--- src/rtl/pciecfg_pkg.sv ---
// rtl/pciecfg_pkg.sv - shared request/response word type, constants and arbiter state enum
package pciecfg_pkg;

    typedef struct packed {
        logic [7:0]  tag;
        logic        wr;
        logic [3:0]  be;
        logic [11:0] addr;
        logic [31:0] data;
    } FIFO_PCIECFG_T;

    localparam logic [31:0] PCIECFG_TIMEOUT_DATA = 32'hFFFF_FFFF;
    localparam logic [3:0]  PCIECFG_STALE_MAX    = 4'd15;

    typedef enum logic [1:0] {
        ARB_IDLE,
        ARB_ISSUE,
        ARB_WAIT,
        ARB_DELIVER
    } PCIECFG_ARB_STATE_T;

endpackage

--- src/rtl/pciecfg_arb_if.sv ---
// rtl/pciecfg_arb_if.sv - requester, core and status signals of the pciecfg arbiter
interface pciecfg_arb_if #(
    parameter int N_REQ = 2
);
    import pciecfg_pkg::*;

    logic [N_REQ-1:0] req_rd_en;
    logic [N_REQ-1:0] req_empty;
    FIFO_PCIECFG_T    req_dout [N_REQ];
    logic [N_REQ-1:0] rsp_wr_en;
    logic [N_REQ-1:0] rsp_full;
    FIFO_PCIECFG_T    rsp_din;
    logic             core_req_wr_en;
    logic             core_req_full;
    FIFO_PCIECFG_T    core_req_din;
    logic             core_rsp_rd_en;
    logic             core_rsp_empty;
    FIFO_PCIECFG_T    core_rsp_dout;
    logic             busy;
    logic [15:0]      stat_timeout_cnt;

    modport master (
        output req_rd_en, rsp_wr_en, rsp_din, core_req_wr_en, core_req_din,
               core_rsp_rd_en, busy, stat_timeout_cnt,
        input  req_empty, req_dout, rsp_full, core_req_full, core_rsp_empty, core_rsp_dout
    );

    modport slave (
        input  req_rd_en, rsp_wr_en, rsp_din, core_req_wr_en, core_req_din,
               core_rsp_rd_en, busy, stat_timeout_cnt,
        output req_empty, req_dout, rsp_full, core_req_full, core_rsp_empty, core_rsp_dout
    );

endinterface

--- src/rtl/pciecfg_arb_rr_pick.sv ---
// rtl/pciecfg_arb_rr_pick.sv - combinational round-robin picker: first requester after last, cyclically
module rr_pick #(
    parameter int N = 2,
    parameter int W = $clog2(N)
) (
    input  logic [N-1:0] req,
    input  logic [W-1:0] last,
    output logic [W-1:0] grant,
    output logic         valid
);

    logic [W-1:0] idx;

    // Scan from the farthest candidate inward so the nearest hit after last wins.
    always_comb begin
        grant = '0;
        valid = 1'b0;
        idx   = '0;
        for (int i = N; i >= 1; i--) begin
            idx = W'((int'(last) + i) % N);
            if (req[idx]) begin
                grant = idx;
                valid = 1'b1;
            end
        end
    end

endmodule

--- src/rtl/pciecfg_arb.sv ---
// rtl/pciecfg_arb.sv - round-robin sequencer sharing one pciecfg core among N_REQ requesters
module pciecfg_arb
    import pciecfg_pkg::*;
#(
    parameter int N_REQ   = 2,
    parameter int TIMEOUT = 1024,
    parameter int SEL_W   = $clog2(N_REQ)
) (
    input logic           clk,
    input logic           rst,
    pciecfg_arb_if.master bus
);

    localparam int            TW         = $clog2(TIMEOUT);
    localparam logic [TW-1:0] TIMER_LAST = TW'(TIMEOUT - 1);

    PCIECFG_ARB_STATE_T state, state_d;
    logic [SEL_W-1:0]   grant, grant_d;
    logic [SEL_W-1:0]   last_grant, last_d;
    logic [SEL_W-1:0]   pick_grant;
    logic               pick_valid;
    logic [TW-1:0]      timer, timer_d;
    logic [3:0]         stale_cnt, stale_d;
    logic [15:0]        to_cnt, to_cnt_d;
    FIFO_PCIECFG_T      req_q, req_q_d;
    FIFO_PCIECFG_T      rsp_q, rsp_q_d;

    rr_pick #(.N(N_REQ), .W(SEL_W)) u_pick (
        .req   (~bus.req_empty),
        .last  (last_grant),
        .grant (pick_grant),
        .valid (pick_valid)
    );

    always_ff @(posedge clk) begin
        if (rst) begin
            state      <= ARB_IDLE;
            grant      <= '0;
            last_grant <= SEL_W'(N_REQ - 1);
            timer      <= '0;
            stale_cnt  <= '0;
            to_cnt     <= '0;
            req_q      <= '0;
            rsp_q      <= '0;
        end else begin
            state      <= state_d;
            grant      <= grant_d;
            last_grant <= last_d;
            timer      <= timer_d;
            stale_cnt  <= stale_d;
            to_cnt     <= to_cnt_d;
            req_q      <= req_q_d;
            rsp_q      <= rsp_q_d;
        end
    end

    always_comb begin
        state_d            = state;
        grant_d            = grant;
        last_d             = last_grant;
        timer_d            = timer;
        stale_d            = stale_cnt;
        to_cnt_d           = to_cnt;
        req_q_d            = req_q;
        rsp_q_d            = rsp_q;
        bus.req_rd_en      = '0;
        bus.rsp_wr_en      = '0;
        bus.rsp_din        = '0;
        bus.core_req_wr_en = 1'b0;
        bus.core_req_din   = '0;
        bus.core_rsp_rd_en = 1'b0;

        case (state)
            ARB_IDLE: begin
                // Late responses from earlier timeouts are drained while idle.
                if (stale_cnt != 4'd0 && !bus.core_rsp_empty) begin
                    bus.core_rsp_rd_en = 1'b1;
                    stale_d            = stale_cnt - 4'd1;
                end
                if (stale_cnt != PCIECFG_STALE_MAX && pick_valid) begin
                    grant_d = pick_grant;
                    state_d = ARB_ISSUE;
                end
            end
            ARB_ISSUE: begin
                bus.core_req_din = bus.req_dout[grant];
                if (!bus.core_req_full) begin
                    bus.core_req_wr_en   = 1'b1;
                    bus.req_rd_en[grant] = 1'b1;
                    req_q_d              = bus.req_dout[grant];
                    timer_d              = '0;
                    state_d              = ARB_WAIT;
                end
            end
            ARB_WAIT: begin
                if (!bus.core_rsp_empty) begin
                    bus.core_rsp_rd_en = 1'b1;
                    if (stale_cnt != 4'd0) begin
                        stale_d = stale_cnt - 4'd1;
                        if (timer != TIMER_LAST) timer_d = timer + 1'b1;
                    end else begin
                        rsp_q_d = bus.core_rsp_dout;
                        state_d = ARB_DELIVER;
                    end
                end else if (timer == TIMER_LAST) begin
                    rsp_q_d      = req_q;
                    rsp_q_d.data = PCIECFG_TIMEOUT_DATA;
                    if (stale_cnt != PCIECFG_STALE_MAX) stale_d = stale_cnt + 4'd1;
                    if (to_cnt != 16'hFFFF) to_cnt_d = to_cnt + 16'd1;
                    state_d = ARB_DELIVER;
                end else begin
                    timer_d = timer + 1'b1;
                end
            end
            ARB_DELIVER: begin
                bus.rsp_din = rsp_q;
                if (!bus.rsp_full[grant]) begin
                    bus.rsp_wr_en[grant] = 1'b1;
                    last_d               = grant;
                    state_d              = ARB_IDLE;
                end
            end
            default: state_d = ARB_IDLE;
        endcase
    end

    assign bus.busy             = (state != ARB_IDLE) || (stale_cnt != 4'd0);
    assign bus.stat_timeout_cnt = to_cnt;

endmodule

--- src/flat_wrapper.sv ---
// flat-port wrapper written by rule: the top's interface ports become plain ports
module pciecfg_arb_flat import pciecfg_pkg::*;
#(
    parameter int N_REQ   = 2,
    parameter int TIMEOUT = 1024,
    parameter int SEL_W   = $clog2(N_REQ)
)
  (clk, rst, bus_req_rd_en, bus_rsp_wr_en, bus_rsp_din, bus_core_req_wr_en, bus_core_req_din, bus_core_rsp_rd_en, bus_busy, bus_stat_timeout_cnt, bus_req_empty, bus_req_dout, bus_rsp_full, bus_core_req_full, bus_core_rsp_empty, bus_core_rsp_dout);
  pciecfg_arb_if #(.N_REQ(N_REQ)) bus_i ();
  input logic clk;
  input logic rst;
  output wire logic [$bits(bus_i.req_rd_en)-1:0] bus_req_rd_en;
  output wire logic [$bits(bus_i.rsp_wr_en)-1:0] bus_rsp_wr_en;
  output wire logic [$bits(bus_i.rsp_din)-1:0] bus_rsp_din;
  output wire logic [$bits(bus_i.core_req_wr_en)-1:0] bus_core_req_wr_en;
  output wire logic [$bits(bus_i.core_req_din)-1:0] bus_core_req_din;
  output wire logic [$bits(bus_i.core_rsp_rd_en)-1:0] bus_core_rsp_rd_en;
  output wire logic [$bits(bus_i.busy)-1:0] bus_busy;
  output wire logic [$bits(bus_i.stat_timeout_cnt)-1:0] bus_stat_timeout_cnt;
  input wire logic [$bits(bus_i.req_empty)-1:0] bus_req_empty;
  input wire logic [$bits(bus_i.req_dout)-1:0] bus_req_dout;
  input wire logic [$bits(bus_i.rsp_full)-1:0] bus_rsp_full;
  input wire logic [$bits(bus_i.core_req_full)-1:0] bus_core_req_full;
  input wire logic [$bits(bus_i.core_rsp_empty)-1:0] bus_core_rsp_empty;
  input wire logic [$bits(bus_i.core_rsp_dout)-1:0] bus_core_rsp_dout;
  assign bus_req_rd_en = bus_i.req_rd_en;
  assign bus_rsp_wr_en = bus_i.rsp_wr_en;
  assign bus_rsp_din = bus_i.rsp_din;
  assign bus_core_req_wr_en = bus_i.core_req_wr_en;
  assign bus_core_req_din = bus_i.core_req_din;
  assign bus_core_rsp_rd_en = bus_i.core_rsp_rd_en;
  assign bus_busy = bus_i.busy;
  assign bus_stat_timeout_cnt = bus_i.stat_timeout_cnt;
  assign bus_i.req_empty = bus_req_empty;
  assign bus_i.req_dout = {>>{bus_req_dout}};
  assign bus_i.rsp_full = bus_rsp_full;
  assign bus_i.core_req_full = bus_core_req_full;
  assign bus_i.core_rsp_empty = bus_core_rsp_empty;
  assign bus_i.core_rsp_dout = bus_core_rsp_dout;
  pciecfg_arb #(.N_REQ(N_REQ), .TIMEOUT(TIMEOUT), .SEL_W(SEL_W)) u_core (.clk(clk), .rst(rst), .bus(bus_i));
endmodule
--- config.mk ---
export PLATFORM = sky130hd
export DESIGN_NAME = pciecfg_arb_flat
export DESIGN_NICKNAME = d
export VERILOG_FILES = /design/src/rtl/pciecfg_pkg.sv /design/src/rtl/pciecfg_arb_if.sv /design/src/rtl/pciecfg_arb_rr_pick.sv /design/src/rtl/pciecfg_arb.sv /design/src/flat_wrapper.sv
export SDC_FILE = /design/constraint.sdc
export NUM_CORES = 1
export LEC_CHECK = 0
export BUFFER_PORTS_ARGS = -buffer_cell sky130_fd_sc_hd__buf_2
export CORE_MARGIN = 1
export CORE_UTILIZATION = 45
export CTS_CLUSTER_DIAMETER = 60
export DETAILED_ROUTE_END_ITERATION = 6
export PLACE_DENSITY_LB_ADDON = 0.1
export REMOVE_ABC_BUFFERS = 1
export SETUP_SLACK_MARGIN = 0.1
export SLEW_MARGIN = 20
export SYNTH_ARGS = -nofsm -noshare
export SYNTH_HDL_FRONTEND = slang
export SYNTH_SLANG_ARGS = --single-unit
export TNS_END_PERCENT = 100
--- constraint.sdc ---
create_clock -name clk -period 5.3 [get_ports clk]
set_input_delay 1.59 -clock clk [delete_from_list [all_inputs] [get_ports clk]]
set_output_delay 1.59 -clock clk [all_outputs]
set_load 0.01 [all_outputs]
# After elaboration in Yosys (flattened, before gate mapping)
# Cells that the tools add are included.
dict set report classes {
  add_sub_neg 6
  mux 48
  eq_ne 19
  n_reduce_logical 18
  order_cmp 5
  bitwise 4
}
# op count
set ops {}
lappend ops {{57-bit 2-to-1 mux} 8}
lappend ops {{10-bit 2-to-1 mux} 5}
lappend ops {{2-bit 2-to-1 mux} 10}
lappend ops {{4-bit 2-to-1 mux} 5}
lappend ops {{10-bit one-hot mux with 2 select lines} 1}
lappend ops {{16-bit by 1-bit adder with 16-bit output (second input constant)} 1}
lappend ops {{16-bit != test (second input constant)} 1}
lappend ops {{1-bit 2-to-1 mux} 15}
lappend ops {{5-bit AND reduction} 3}
lappend ops {{3-bit by 2-bit != test with 1-bit output (second input constant)} 4}
lappend ops {{10-bit by 1-bit adder with 10-bit output (second input constant)} 1}
lappend ops {{10-bit == test (second input constant)} 1}
lappend ops {{10-bit != test (second input constant)} 1}
lappend ops {{2-bit one-hot mux with 4 select lines} 1}
lappend ops {{4-bit one-hot mux with 2 select lines} 1}
lappend ops {{1-bit by 2-bit less-than comparator with 1-bit output (second input constant)} 3}
lappend ops {{2-bit by 1-bit != test with 1-bit output (second input constant)} 3}
lappend ops {{2-bit != test (second input constant)} 3}
lappend ops {{3-bit != test (second input constant)} 2}
lappend ops {{2-bit AND reduction} 3}
lappend ops {{2-bit nonzero test} 3}
lappend ops {{4-bit by 1-bit adder with 4-bit output (second input constant)} 1}
lappend ops {{2-bit == test (second input constant)} 2}
lappend ops {{4-bit != test (second input constant)} 1}
lappend ops {{17 further kinds} 21}
dict set report word_totals {
  wordCells 115
  output_inout_bits 137
  input_bits 179
  regBits 116
}

# Logic depth before layout (Yosys ltp)
dict set report logic_depth {
  ltp_word 8
  mapped_depth 9
  mapped_depth_nobuf 6
}

# Hierarchy
# A second synthesis with hierarchy kept.
dict set report hier_totals {
  hier_cells 809
  hier_area_um2 6712.7
}
# mod seq_area_each_um2 n_inst cells_each area_each_um2
set by_module_without_submodules {}
lappend by_module_without_submodules {pciecfg_arb 2322.2 1 807 6698.9}
lappend by_module_without_submodules {rr_pick 0.0 1 2 13.8}

# Worst setup path after synthesis
# OpenSTA, ideal clock, no wires.
dict set report synth_path {
  kind {input port to output port}
  startpoint {in bus_core_req_full}
  endpoint {out bus_req_rd_en[0]}
  arrival_time_ps 2421
  required_ps 3710
  path_buffers 2
  stages 4
  setup_slack_ps 1289
  path_cell_list {nor2b_1 clkbuf_1 clkbuf_1 nor2b_1}
}
dict set report synth_between {
  elab_chain_len 2
}
# element line_no
set synth_lines {}
lappend synth_lines {{start, declared} flat_wrapper.sv:23} ;# input wire logic [$bits(bus_i.core_req_full)-1:0] bus_core_req_full;
lappend synth_lines {{2-bit 2-to-1 mux} pciecfg_arb.sv:87} ;# if (!bus.core_req_full) begin
lappend synth_lines {{2-bit 2-to-1 mux} pciecfg_arb.sv:73} ;# case (state)
lappend synth_lines {{end, declared} flat_wrapper.sv:12} ;# output wire logic [$bits(bus_i.req_rd_en)-1:0] bus_req_rd_en;
# No other way between the ends.

# Final worst setup path
dict set report layout_path {
  startpoint {in bus_core_req_full}
  endpoint {out bus_core_req_wr_en}
}
dict set report layout_between {
  elab_chain_len 2
}
# element line_no
set layout_lines {}
lappend layout_lines {{1-bit 2-to-1 mux} pciecfg_arb.sv:87}
lappend layout_lines {{1-bit 2-to-1 mux} pciecfg_arb.sv:73}
lappend layout_lines {{end, declared} flat_wrapper.sv:15} ;# output wire logic [$bits(bus_i.core_req_wr_en)-1:0] bus_core_req_wr_en;
# No other way between the ends.

==> summary.md <==
| Metric | Value |
|---|---|
| Status | finished clean |
| Leakage | 3.87 nW |
| Max Fclk | 249 MHz |
| Async SR Flop Fraction | 0% |
| Rel. slew slack | 34.9% |
| Final Core Density | 62.3% |
| Hold path depth | 2 |
| Total track usage | 26.8% |
| Cells after synthesis | 789 |
| Flop pwr share | 34.2% |
| Clock buffer depth | 2 |
| Initial Util | 46.9% |
| Area growth, synth to finish | 32.8% |
| I/O pins | 316 |
| Hold Path Sink | u_core.last_grant |
| Top area cells in the synthesized netlist | dfxtp_1 (35%), mux2i_1 (13%), a211oi_1 (7.7%), nor2b_1 (6.0%), nor3_1 (5.9%) |
| Least-Margin Pin Slew | 969 ps |
| Hold path startpoint | u_core.last_grant |
| Vias | 6853 |
| Fin Setup TNS | 0 ps |
| FILL cells | 1343 |
| Number of global-route vias before repair | 6069 |
| CP Launch Type | input pin |
| IO Port Bufs | 315 |
| NumNets Final | 1251 |
| CP required | 3710 ps |
| Maxcap violations | 0 |
| YS warnings | 0 |
| Core area | 14100 µm² |
| Psw | 1.06 mW |
| Placed inst area | 8220 µm² |
| GR Overflow Total | 0 |
| Clock share of power | 33.0% |
| Commonest cells post-synth | dfxtp_1 (116), mux2i_1 (84), nor3_1 (78) |
| CTS hold repair buffers | 0 |
| TritonCTS Buffers | 17 |
| Kind of end point of the critical path | primary output |
| Fin cells | 1257 |
| Routed Antenna Nets | 0 |
| 1st-iter DRT viols | 299 |
| Clk sinks | 116 |
| Pre-CTS setup slack | 1280 ps |
| Final-report max-slew violation count | 0 |
| Final wirelength | 20900 µm |
| DR WL/cell | 16.6 µm |
| Switching share of power | 32.8% |
| CP arrival | 2430 ps |
| Drc violations | 0 |
| Detailed placement HPWL | 15100 µm |
| Reg clk slew, reported paths | 50 ps |
| VDD IR max | 0.246 mV |
| Top_reg_cell synth | dfxtp_1 |
| Clk root buf | clkbuf_16 |
| Largest net degree at the start of global routing | 71 |
| Die width | 123 µm |
| Post-synth EDFFs | 0 |
| DIE AREA | 15200 µm² |
| Synth Register Bits | 116 |
| Worst reg2reg setup slack | 2340 ps |
| Initial antenna violation count | 1 |
| DR vias/cell | 5.45 |
| Endpoints failing hold | 0 |
| Internal power | 2.17 mW |
| Clk_skew | 6.72 ps |
| Count leader, synth | dfxtp_1 |
| Final setup violating endpoints | 0 |
| P per Cell Area | 368 nW/µm² |
| Mapped Area | 6610 µm² |
| Die Height | 123 µm |
| Logic gate share of total power | 32.8% |
| Mean post-synth cell area | 8.38 µm² |
| Layout cell share with drive strength beyond 1 | 34.1% |
| RSZ-0062 raised after global routing | false |
| Drt first pass iters | 5 |
| Clock period minus worst slack | 4020 ps |
| Top-area cell type share of the netlist area | 35.1% |
| Period utilization | 75.9% |
| Core Rows | 43 |
| PnR worst setup slack | 1280 ps |
| Register area share after synthesis | 35.1% |
| Setup bufs post-CTS | 0 |
| Fin area | 8780 µm² |
| FF-to-FF path depth | 7 |
| Critical path peak fanout | 26 |
| Worst R2R Start | u_core.state[0] |
| Post-CTS sizing | 0 |
| First-pass GRT wire length | 31300 µm |
| H-tree levels | 4 |
| Reg2reg end | u_core.rsp_q[44] |
| Leading area contributor after synthesis | dfxtp_1 |
| Number of instances in the placed design | 1224 |
| WS Path Type | in -> out |
| Netlist cell types | 52 |
| GPL Wtd Cong | 0.865 |
| Worst hold path type | reg -> reg |
| CTS tree | yes |
| Clk Latency, worst-skew pair | 410 ps |
## metal layers
| layer | up-vias | track usage, % | wire, µm | share of wire, % |
|---|---|---|---|---|
| li1 | 3428 | - | - | - |
| met2 | 246 | 43.7 | 10000 | 48 |
| met4 | 0 | 10.3 | 444 | 2.1 |
| met1 | 3151 | 34.6 | 9130 | 44 |
| met3 | 28 | 5.67 | 1320 | 6.3 |
| met5 | - | 0 | 0 | 0 |
## sequential cells by signal, indices dropped and copies added (netlist names)
register	count
u_core.last_grant	1
u_core.bus.stat_timeout_cnt	16
u_core.stale_cnt	4
u_core.state	2
u_core.timer	10
u_core.grant	1
u_core.req_q	25
u_core.rsp_q	57
## power by group through the flow
| stage | Sequential [mW] | Clock [mW] | Combinational, mW |
|---|---|---|---|
| after CTS | 1.10 | 1.08 | 1.06 |
| after global routing | 1.12 | 1.12 | 1.17 |
| final | 1.10 | 1.07 | 1.06 |
| after global placement | 1.12 | 0 | 1.05 |
| after floorplan | 1.10 | 0 | 0.686 |
| after detailed placement | 1.12 | 0 | 1.06 |
## kinds of logic after synthesis
logic type	after synthesis	synth area share [%]
buf+inv	81	5.22
mux	88	13.4
flops	116	35.1
fa+ha+maj	9	1.70
simple gates	353	29.2
compound gates	141	15.2
xor+xnor	1	0.132
## stage by stage
step	hold slack, ps	power, mW
after floorplan	446	1.79
after global placement	464	2.16
after detailed placement	467	2.18
after CTS	475	3.25
after global routing	510	3.42
final	476	3.23
## layout make-up
class / instances / area [µm²] / share of cell area (%)
Multi-Input combinational cell: 592 / 3970 / 45.2
Sequential cell: 116 / 2330 / 26.5
Timing Repair Buffer: 326 / 1660 / 18.9
Clock buffer: 30 / 544 / 6.20
Tap cell: 180 / 225 / 2.57
Inverter: 10 / 37.5 / 0.428
Clock inverter: 2 / 12.5 / 0.143
Antenna cell: 1 / 2.50 / 0.0285
## critical path: stages
cell and delay (ps):
buf_2 120, nor2b_4 200, buf_4 320, buf_2 190
## worst max path at each step
stage                            startpoint            endpoint  slack (ps)  cells past startpoint
after global placement    bus_core_req_full  bus_core_req_wr_en        1290                      4
after global routing      bus_core_req_full  bus_core_req_wr_en        1230                      4
final                     bus_core_req_full  bus_core_req_wr_en        1280                      4
after CTS                 bus_core_req_full  bus_core_req_wr_en        1280                      4
after floorplan           bus_core_req_full    bus_req_rd_en[0]         -60                      2
after detailed placement  bus_core_req_full  bus_core_req_wr_en        1280                      4
## placed cells by master, fill, tap and decap left out, types with 12 or more instances in the layout
cell type	netlist	final
dfxtp_1	116	115
nor3_1	78	77
a211oi_1	68	68
clkbuf_16	0	17
nand2_1	17	17
o31ai_1	13	13
a21oi_1	22	22
mux2i_1	84	84
buf_4	4	12
and2_1	61	61
nor2_1	69	68
nor2b_1	63	62
nand4_1	12	12
buf_2	8	314
nand3_1	16	16
Note: power is estimated with default switching activity, not from simulation.
